===== config.mk =====
export PLATFORM = sky130hd
export DESIGN_NAME = seq_gen_param_flat
export DESIGN_NICKNAME = d
export VERILOG_FILES = /design/src/rtl/seq_gen_pkg.sv /design/src/rtl/seq_gen_if.sv /design/src/rtl/seq_gen_next.sv /design/src/rtl/seq_gen_param.sv /design/src/flat_wrapper.sv
export SDC_FILE = /design/constraint.sdc
export NUM_CORES = 1
export LEC_CHECK = 0
export ABC_AREA = 1
export BUFFER_PORTS_ARGS = -buffer_cell sky130_fd_sc_hd__buf_2
export CAP_MARGIN = 0
export CORE_MARGIN = 4
export CORE_UTILIZATION = 53
export DETAILED_ROUTE_END_ITERATION = 16
export PLACE_DENSITY = 0.77
export REMOVE_ABC_BUFFERS = 1
export SKIP_CTS_REPAIR_TIMING = 1
export SLEW_MARGIN = 20
export SYNTH_ARGS = -nofsm -noshare
export SYNTH_HDL_FRONTEND = slang
export SYNTH_SLANG_ARGS = --single-unit

===== constraint.sdc =====
create_clock -name clk -period 1.7 [get_ports clk]
set_input_delay 0.34 -clock clk [delete_from_list [all_inputs] [get_ports clk]]
set_output_delay 0.34 -clock clk [all_outputs]
set_load 0.05 [all_outputs]

===== src/rtl/seq_gen_pkg.sv =====
// Shared types and constants for the periodic serial sequence generator.
package seq_gen_pkg;

  typedef enum logic {
    ST_IDLE = 1'b0,
    ST_RUN  = 1'b1
  } state_t;

  localparam logic MODE_ROTATE = 1'b0;
  localparam logic MODE_LFSR   = 1'b1;

  // x^10 + x^7 + 1, maximal length for a 10-bit Fibonacci LFSR
  localparam logic [9:0] LFSR_TAPS_W10 = 10'h240;

endpackage


===== src/rtl/seq_gen_if.sv =====
// Load handshake and serial output bundle for seq_gen_param.
interface seq_gen_if #(
  parameter int WIDTH = 10
);
  logic             load_valid;
  logic             load_ready;
  logic [WIDTH-1:0] load_data;
  logic             load_mode;
  logic             en;
  logic             q;
  logic             q_valid;
  logic             frame_start;

  modport master (
    output load_valid, load_data, load_mode, en,
    input  load_ready, q, q_valid, frame_start
  );

  modport slave (
    input  load_valid, load_data, load_mode, en,
    output load_ready, q, q_valid, frame_start
  );
endinterface


===== src/rtl/seq_gen_next.sv =====
// Next-state and serial output bit of the pattern shift register.
// Build option SEQ_GEN_LFSR_EN adds the LFSR feedback path; without it
// the register only rotates and no XOR feedback is built.
module seq_gen_next
  import seq_gen_pkg::*;
#(
  parameter int               WIDTH     = 10,
  parameter logic [WIDTH-1:0] LFSR_TAPS = WIDTH'(LFSR_TAPS_W10),
  parameter bit               MSB_FIRST = 1'b1
) (
  input  logic [WIDTH-1:0] sr,
  input  logic             mode,
  output logic [WIDTH-1:0] sr_next,
  output logic             out_bit
);

  logic [WIDTH-1:0] sr_rot;

  assign out_bit = MSB_FIRST ? sr[WIDTH-1] : sr[0];
  assign sr_rot  = MSB_FIRST ? {sr[WIDTH-2:0], sr[WIDTH-1]} : {sr[0], sr[WIDTH-1:1]};

`ifdef SEQ_GEN_LFSR_EN
  logic fb;

  assign fb = ^(sr & LFSR_TAPS);

  // choose rotate or LFSR step; shift direction follows the emit order
  always_comb begin
    sr_next = sr_rot;
    if (mode == MODE_LFSR) begin
      sr_next = MSB_FIRST ? {sr[WIDTH-2:0], fb} : {fb, sr[WIDTH-1:1]};
    end
  end
`else
  localparam logic [WIDTH-1:0] unused_taps = LFSR_TAPS;
  logic unused_mode;

  assign unused_mode = mode;
  assign sr_next     = sr_rot;
`endif

endmodule


===== src/rtl/seq_gen_param.sv =====
// Periodic serial sequence generator: loads a WIDTH-bit pattern over a
// valid/ready handshake and emits it one bit per enabled cycle, forever.
// Build option SEQ_GEN_LFSR_EN enables the LFSR (PRBS) mode; otherwise
// load_mode is ignored and every pattern rotates.
//
//  state   | meaning
//  --------+-----------------------------------------------------------
//  ST_IDLE | no pattern loaded, no output, always ready to accept
//  ST_RUN  | emitting; a new pattern is taken only with the last bit
module seq_gen_param
  import seq_gen_pkg::*;
#(
  parameter int               WIDTH     = 10,
  parameter logic [WIDTH-1:0] LFSR_TAPS = WIDTH'(LFSR_TAPS_W10),
  parameter bit               MSB_FIRST = 1'b1
) (
  input logic     clk,
  input logic     reset,
  seq_gen_if.slave bus
);

  localparam int               CNT_W    = $clog2(WIDTH);
  localparam logic [CNT_W-1:0] CNT_LAST = CNT_W'(WIDTH - 1);

  state_t           state;
  logic [WIDTH-1:0] sr;
  logic [CNT_W-1:0] cnt;
  logic             mode;
  logic             q_r;
  logic             q_valid_r;
  logic             frame_start_r;

  logic [WIDTH-1:0] sr_next;
  logic             out_bit;
  logic             ready;
  logic             accept;
  logic             load_mode_eff;
  logic [WIDTH-1:0] seed;

  // ready while idle, or in the cycle the last bit of a frame is emitted
  assign ready  = (state == ST_IDLE) || ((state == ST_RUN) && bus.en && (cnt == CNT_LAST));
  assign accept = bus.load_valid && ready;

`ifdef SEQ_GEN_LFSR_EN
  // an all-zero LFSR would lock up, so a zero seed becomes 1
  assign load_mode_eff = bus.load_mode;
  assign seed = ((bus.load_mode == MODE_LFSR) && (bus.load_data == '0))
                ? WIDTH'(1) : bus.load_data;
`else
  logic unused_load_mode;

  assign unused_load_mode = bus.load_mode;
  assign load_mode_eff    = MODE_ROTATE;
  assign seed             = bus.load_data;
`endif

  seq_gen_next #(
    .WIDTH     (WIDTH),
    .LFSR_TAPS (LFSR_TAPS),
    .MSB_FIRST (MSB_FIRST)
  ) u_next (
    .sr      (sr),
    .mode    (mode),
    .sr_next (sr_next),
    .out_bit (out_bit)
  );

  // control FSM with registered serial outputs; a reload with the last bit
  // keeps the stream gapless
  always_ff @(posedge clk) begin
    if (!reset) begin
      state         <= ST_IDLE;
      sr            <= '0;
      cnt           <= '0;
      mode          <= MODE_ROTATE;
      q_r           <= 1'b0;
      q_valid_r     <= 1'b0;
      frame_start_r <= 1'b0;
    end else begin
      q_valid_r     <= 1'b0;
      frame_start_r <= 1'b0;
      case (state)
        ST_IDLE: begin
          if (accept) begin
            sr    <= seed;
            mode  <= load_mode_eff;
            cnt   <= '0;
            state <= ST_RUN;
          end
        end
        ST_RUN: begin
          if (bus.en) begin
            q_r           <= out_bit;
            q_valid_r     <= 1'b1;
            frame_start_r <= (cnt == '0);
            if (accept) begin
              sr   <= seed;
              mode <= load_mode_eff;
              cnt  <= '0;
            end else begin
              sr  <= sr_next;
              cnt <= (cnt == CNT_LAST) ? '0 : cnt + 1'b1;
            end
          end
        end
        default: state <= ST_IDLE;
      endcase
    end
  end

  assign bus.load_ready  = ready;
  assign bus.q           = q_r;
  assign bus.q_valid     = q_valid_r;
  assign bus.frame_start = frame_start_r;

endmodule


===== src/flat_wrapper.sv =====
// flat-port wrapper written by rule: the top's interface ports become plain ports
module seq_gen_param_flat import seq_gen_pkg::*;
#(
  parameter int               WIDTH     = 10,
  parameter logic [WIDTH-1:0] LFSR_TAPS = WIDTH'(LFSR_TAPS_W10),
  parameter bit               MSB_FIRST = 1'b1
)
  (clk, reset, bus_load_valid, bus_load_data, bus_load_mode, bus_en, bus_load_ready, bus_q, bus_q_valid, bus_frame_start);
  seq_gen_if #(.WIDTH(WIDTH)) bus_i ();
  input logic clk;
  input logic reset;
  input wire logic [$bits(bus_i.load_valid)-1:0] bus_load_valid;
  input wire logic [$bits(bus_i.load_data)-1:0] bus_load_data;
  input wire logic [$bits(bus_i.load_mode)-1:0] bus_load_mode;
  input wire logic [$bits(bus_i.en)-1:0] bus_en;
  output wire logic [$bits(bus_i.load_ready)-1:0] bus_load_ready;
  output wire logic [$bits(bus_i.q)-1:0] bus_q;
  output wire logic [$bits(bus_i.q_valid)-1:0] bus_q_valid;
  output wire logic [$bits(bus_i.frame_start)-1:0] bus_frame_start;
  assign bus_i.load_valid = bus_load_valid;
  assign bus_i.load_data = bus_load_data;
  assign bus_i.load_mode = bus_load_mode;
  assign bus_i.en = bus_en;
  assign bus_load_ready = bus_i.load_ready;
  assign bus_q = bus_i.q;
  assign bus_q_valid = bus_i.q_valid;
  assign bus_frame_start = bus_i.frame_start;
  seq_gen_param #(.WIDTH(WIDTH), .LFSR_TAPS(LFSR_TAPS), .MSB_FIRST(MSB_FIRST)) u_core (.clk(clk), .reset(reset), .bus(bus_i));
endmodule

==> metrics.yaml <==
detailed_routing:
  drt-total-wl_um: 2090
  route.met2.wl_um: 1050
  ant_nets: 0
  vias: 940
  vias_per_cell: 4.97
  wl_per_cell_um: 11.1
  drt_first_iter_violations: 14
  routed.top_layer: "met4"
  wl_met3_um: 81
  wl_met1_um: 900
  first_pass_iters: 4
  drc: 0
cells_and_area:
  nets: 183
  diodes: 0
  drive_gt1_share_pct: 29.9
  nFillCells: 169
  area_growth_pct: 18.8
  layout_common_cells: "inv_1, nand2_1, nand3_1, buf_2, dfxtp_1"
  ff_latch_area_um2: 363
  multi_input_area_um2: 509
  stdcell_count: 189
  final_core_util_pct: 68.2
yosys:
  ys_seq_area_share_pct: 35.6
  ys_seq_elements: 18
  synth_xor_area_share_pct: 0
  ys_types: 21
  syn_avg_cell_area_um2: 7.14
  synthTopCellsByArea: "dfxtp_1, inv_1, nand2_1"
  yosys_warnings: 0
  netlist_instances: 142
  synth_top_family_by_area: "simple AND/OR/NAND/NOR gates"
  synth_top_area_cell: "dfxtp_1"
  synth_compound_area_share_pct: 13.8
  synth-simple-area-share_pct: 29.9
  muxShareOfSynthArea_pct: 0
  synthAdderAreaFrac_pct: 3.70
  yosysTopAreaCellShare_pct: 35.6
  synth_area_um2: 1010
timing:
  period_share_pct: 96.9
  finalCriticalPeriod_ns: 1.65
  finalMaxSlewViolations: 0
  timing.hold.ws_ns: 0.313
  hold_viol: 0
  timing.fmax_mhz: 607
  relSlewSlack_pct: 74.7
  setup_slack_ns: 0.0523
  worst_slew_pin_slew_ns: 0.377
  finalClockSkew_ns: 0.00214
  rsz0062_at_grt: "yes"
  setup-violations-final: 0
place:
  numPortBuffers: 17
  hpwl_um: 1540
  dp_cells: 182
  gp_congestion: 0.782
  preCtsSetupSlack_ns: 0.149
status:
  outcome: "finished, final reports clean"
worst_setup_path:
  crit_fanout: 3
  worstSetupEndpointType: "output pin"
  critPathRequiredTime_ns: 1.36
  cp.arrival_ns: 1.31
  crit_type: "register to output pin"
  start_kind: "register"
cts:
  clk_path_buf_depth: 2
  cts_tree: "yes"
  clock_latency_ns: 0.29
  cts-buffers-inserted: 3
  cts_sinks: 18
  clk_pin_slew_ns: 0.11
  htreeDepth: 1
  clock-root-buffer: "clkbuf_4"
floorplan:
  ioPinCount: 19
  start_util_pct: 57.4
  core_um2: 1760
  die_width_um: 51.7
  die_height_um: 51.7
  num_rows: 15
  dieArea_um2: 2680
power_and_ir_drop:
  powerDensity_nw_per_um2: 763
  ir_drop_mv: 0.501
  leakage_nw: 0.574
global_routing:
  grt_pass1_wl_um: 3430
  grt_overflow: 0
  antenna_found_initial: 0
  grt_pass1_vias: 841
  grt_max_degree: 14
  grt_use_total_pct: 17.1
min_path:
  hp-class: "primary input to register"
flow_run:
  max-cap-violations: 0
worst paths after layout:
kind              cells past startpoint     startpoint             end  slack [ns]
hold / removal                        3          reset   u_core.cnt[0]        0.31
setup reg to reg                     10  u_core.cnt[1]    u_core.sr[2]        0.23
setup / recovery                      5  u_core.cnt[1]  bus_load_ready        0.05
hold reg to reg                       2   u_core.sr[5]    u_core.sr[5]        0.47
worst max-delay path, stage by stage (launching register included):
cell and delay, ns:
dfxtp_2 0.35, inv_2 0.08, ha_4 0.15, nand3_4 0.09
o21ai_2 0.16, buf_6 0.17
layout make-up:
type                       count  area share [%]
multi-input combinational     87            42.3
sequential                    18            30.1
timing repair buffer          25            12.6
inverter                      30            9.36
clock buffer                   4            3.01
tap                           25            2.60
stage by stage:
step           total power (W)  TNS, ns  instance area [µm²]
6_report              0.000919        0                 1200
5_1_grt               0.000975  -0.0244                 1200
4_1_cts               0.000924   -0.191                 1140
3_5_place_dp          0.000655        0                 1110
3_3_place_gp          0.000648        0                 1110
2_1_floorplan         0.000597   -0.512                  953
sequential cells by signal (all words and copies together), names as in the netlist:
| signal | flops |
|---|---|
| u_core.cnt | 4 |
| u_core.state | 1 |
| u_core.bus.q_valid | 1 |
| u_core.sr | 10 |
| u_core.bus.frame_start | 1 |
| u_core.bus.q | 1 |
synthesized netlist by cell type:
library cell / instances
nor3_1: 1
o21ai_4: 1
a21oi_2: 3
buf_8: 1
dfxtp_1: 18
inv_2: 1
and3_1: 1
o211ai_1: 1
inv_1: 29
clkbuf_1: 2
buf_6: 2
nand3_2: 7
a21oi_1: 14
nand2_1: 28
o21ai_0: 3
ha_1: 3
nand3_1: 17
o21ai_1: 1
nand2_2: 2
nor2_1: 5
buf_4: 2
layer usage:
metal,track usage [%],vias up
met5,0,-
met4,11.4,0
met3,2.58,6
met2,28.2,25
met1,20.5,424
li1,-,485
power by group:
part / switching, W / internal, W / total, W
Clock: 0.000136 / 0.000130 / 0.000267
Sequential: 0.0000155 / 0.000448 / 0.000463
Combinational: 0.000116 / 0.0000724 / 0.000189
kinds of logic (layout without fill, tap and decap cells):
logic type	Yosys count	count (layout)
buf+inv	37	59
simple gates	61	61
flops	18	18
fa+ha+maj	3	3
compound gates	23	23
Note: power is estimated with default switching activity, not from simulation.
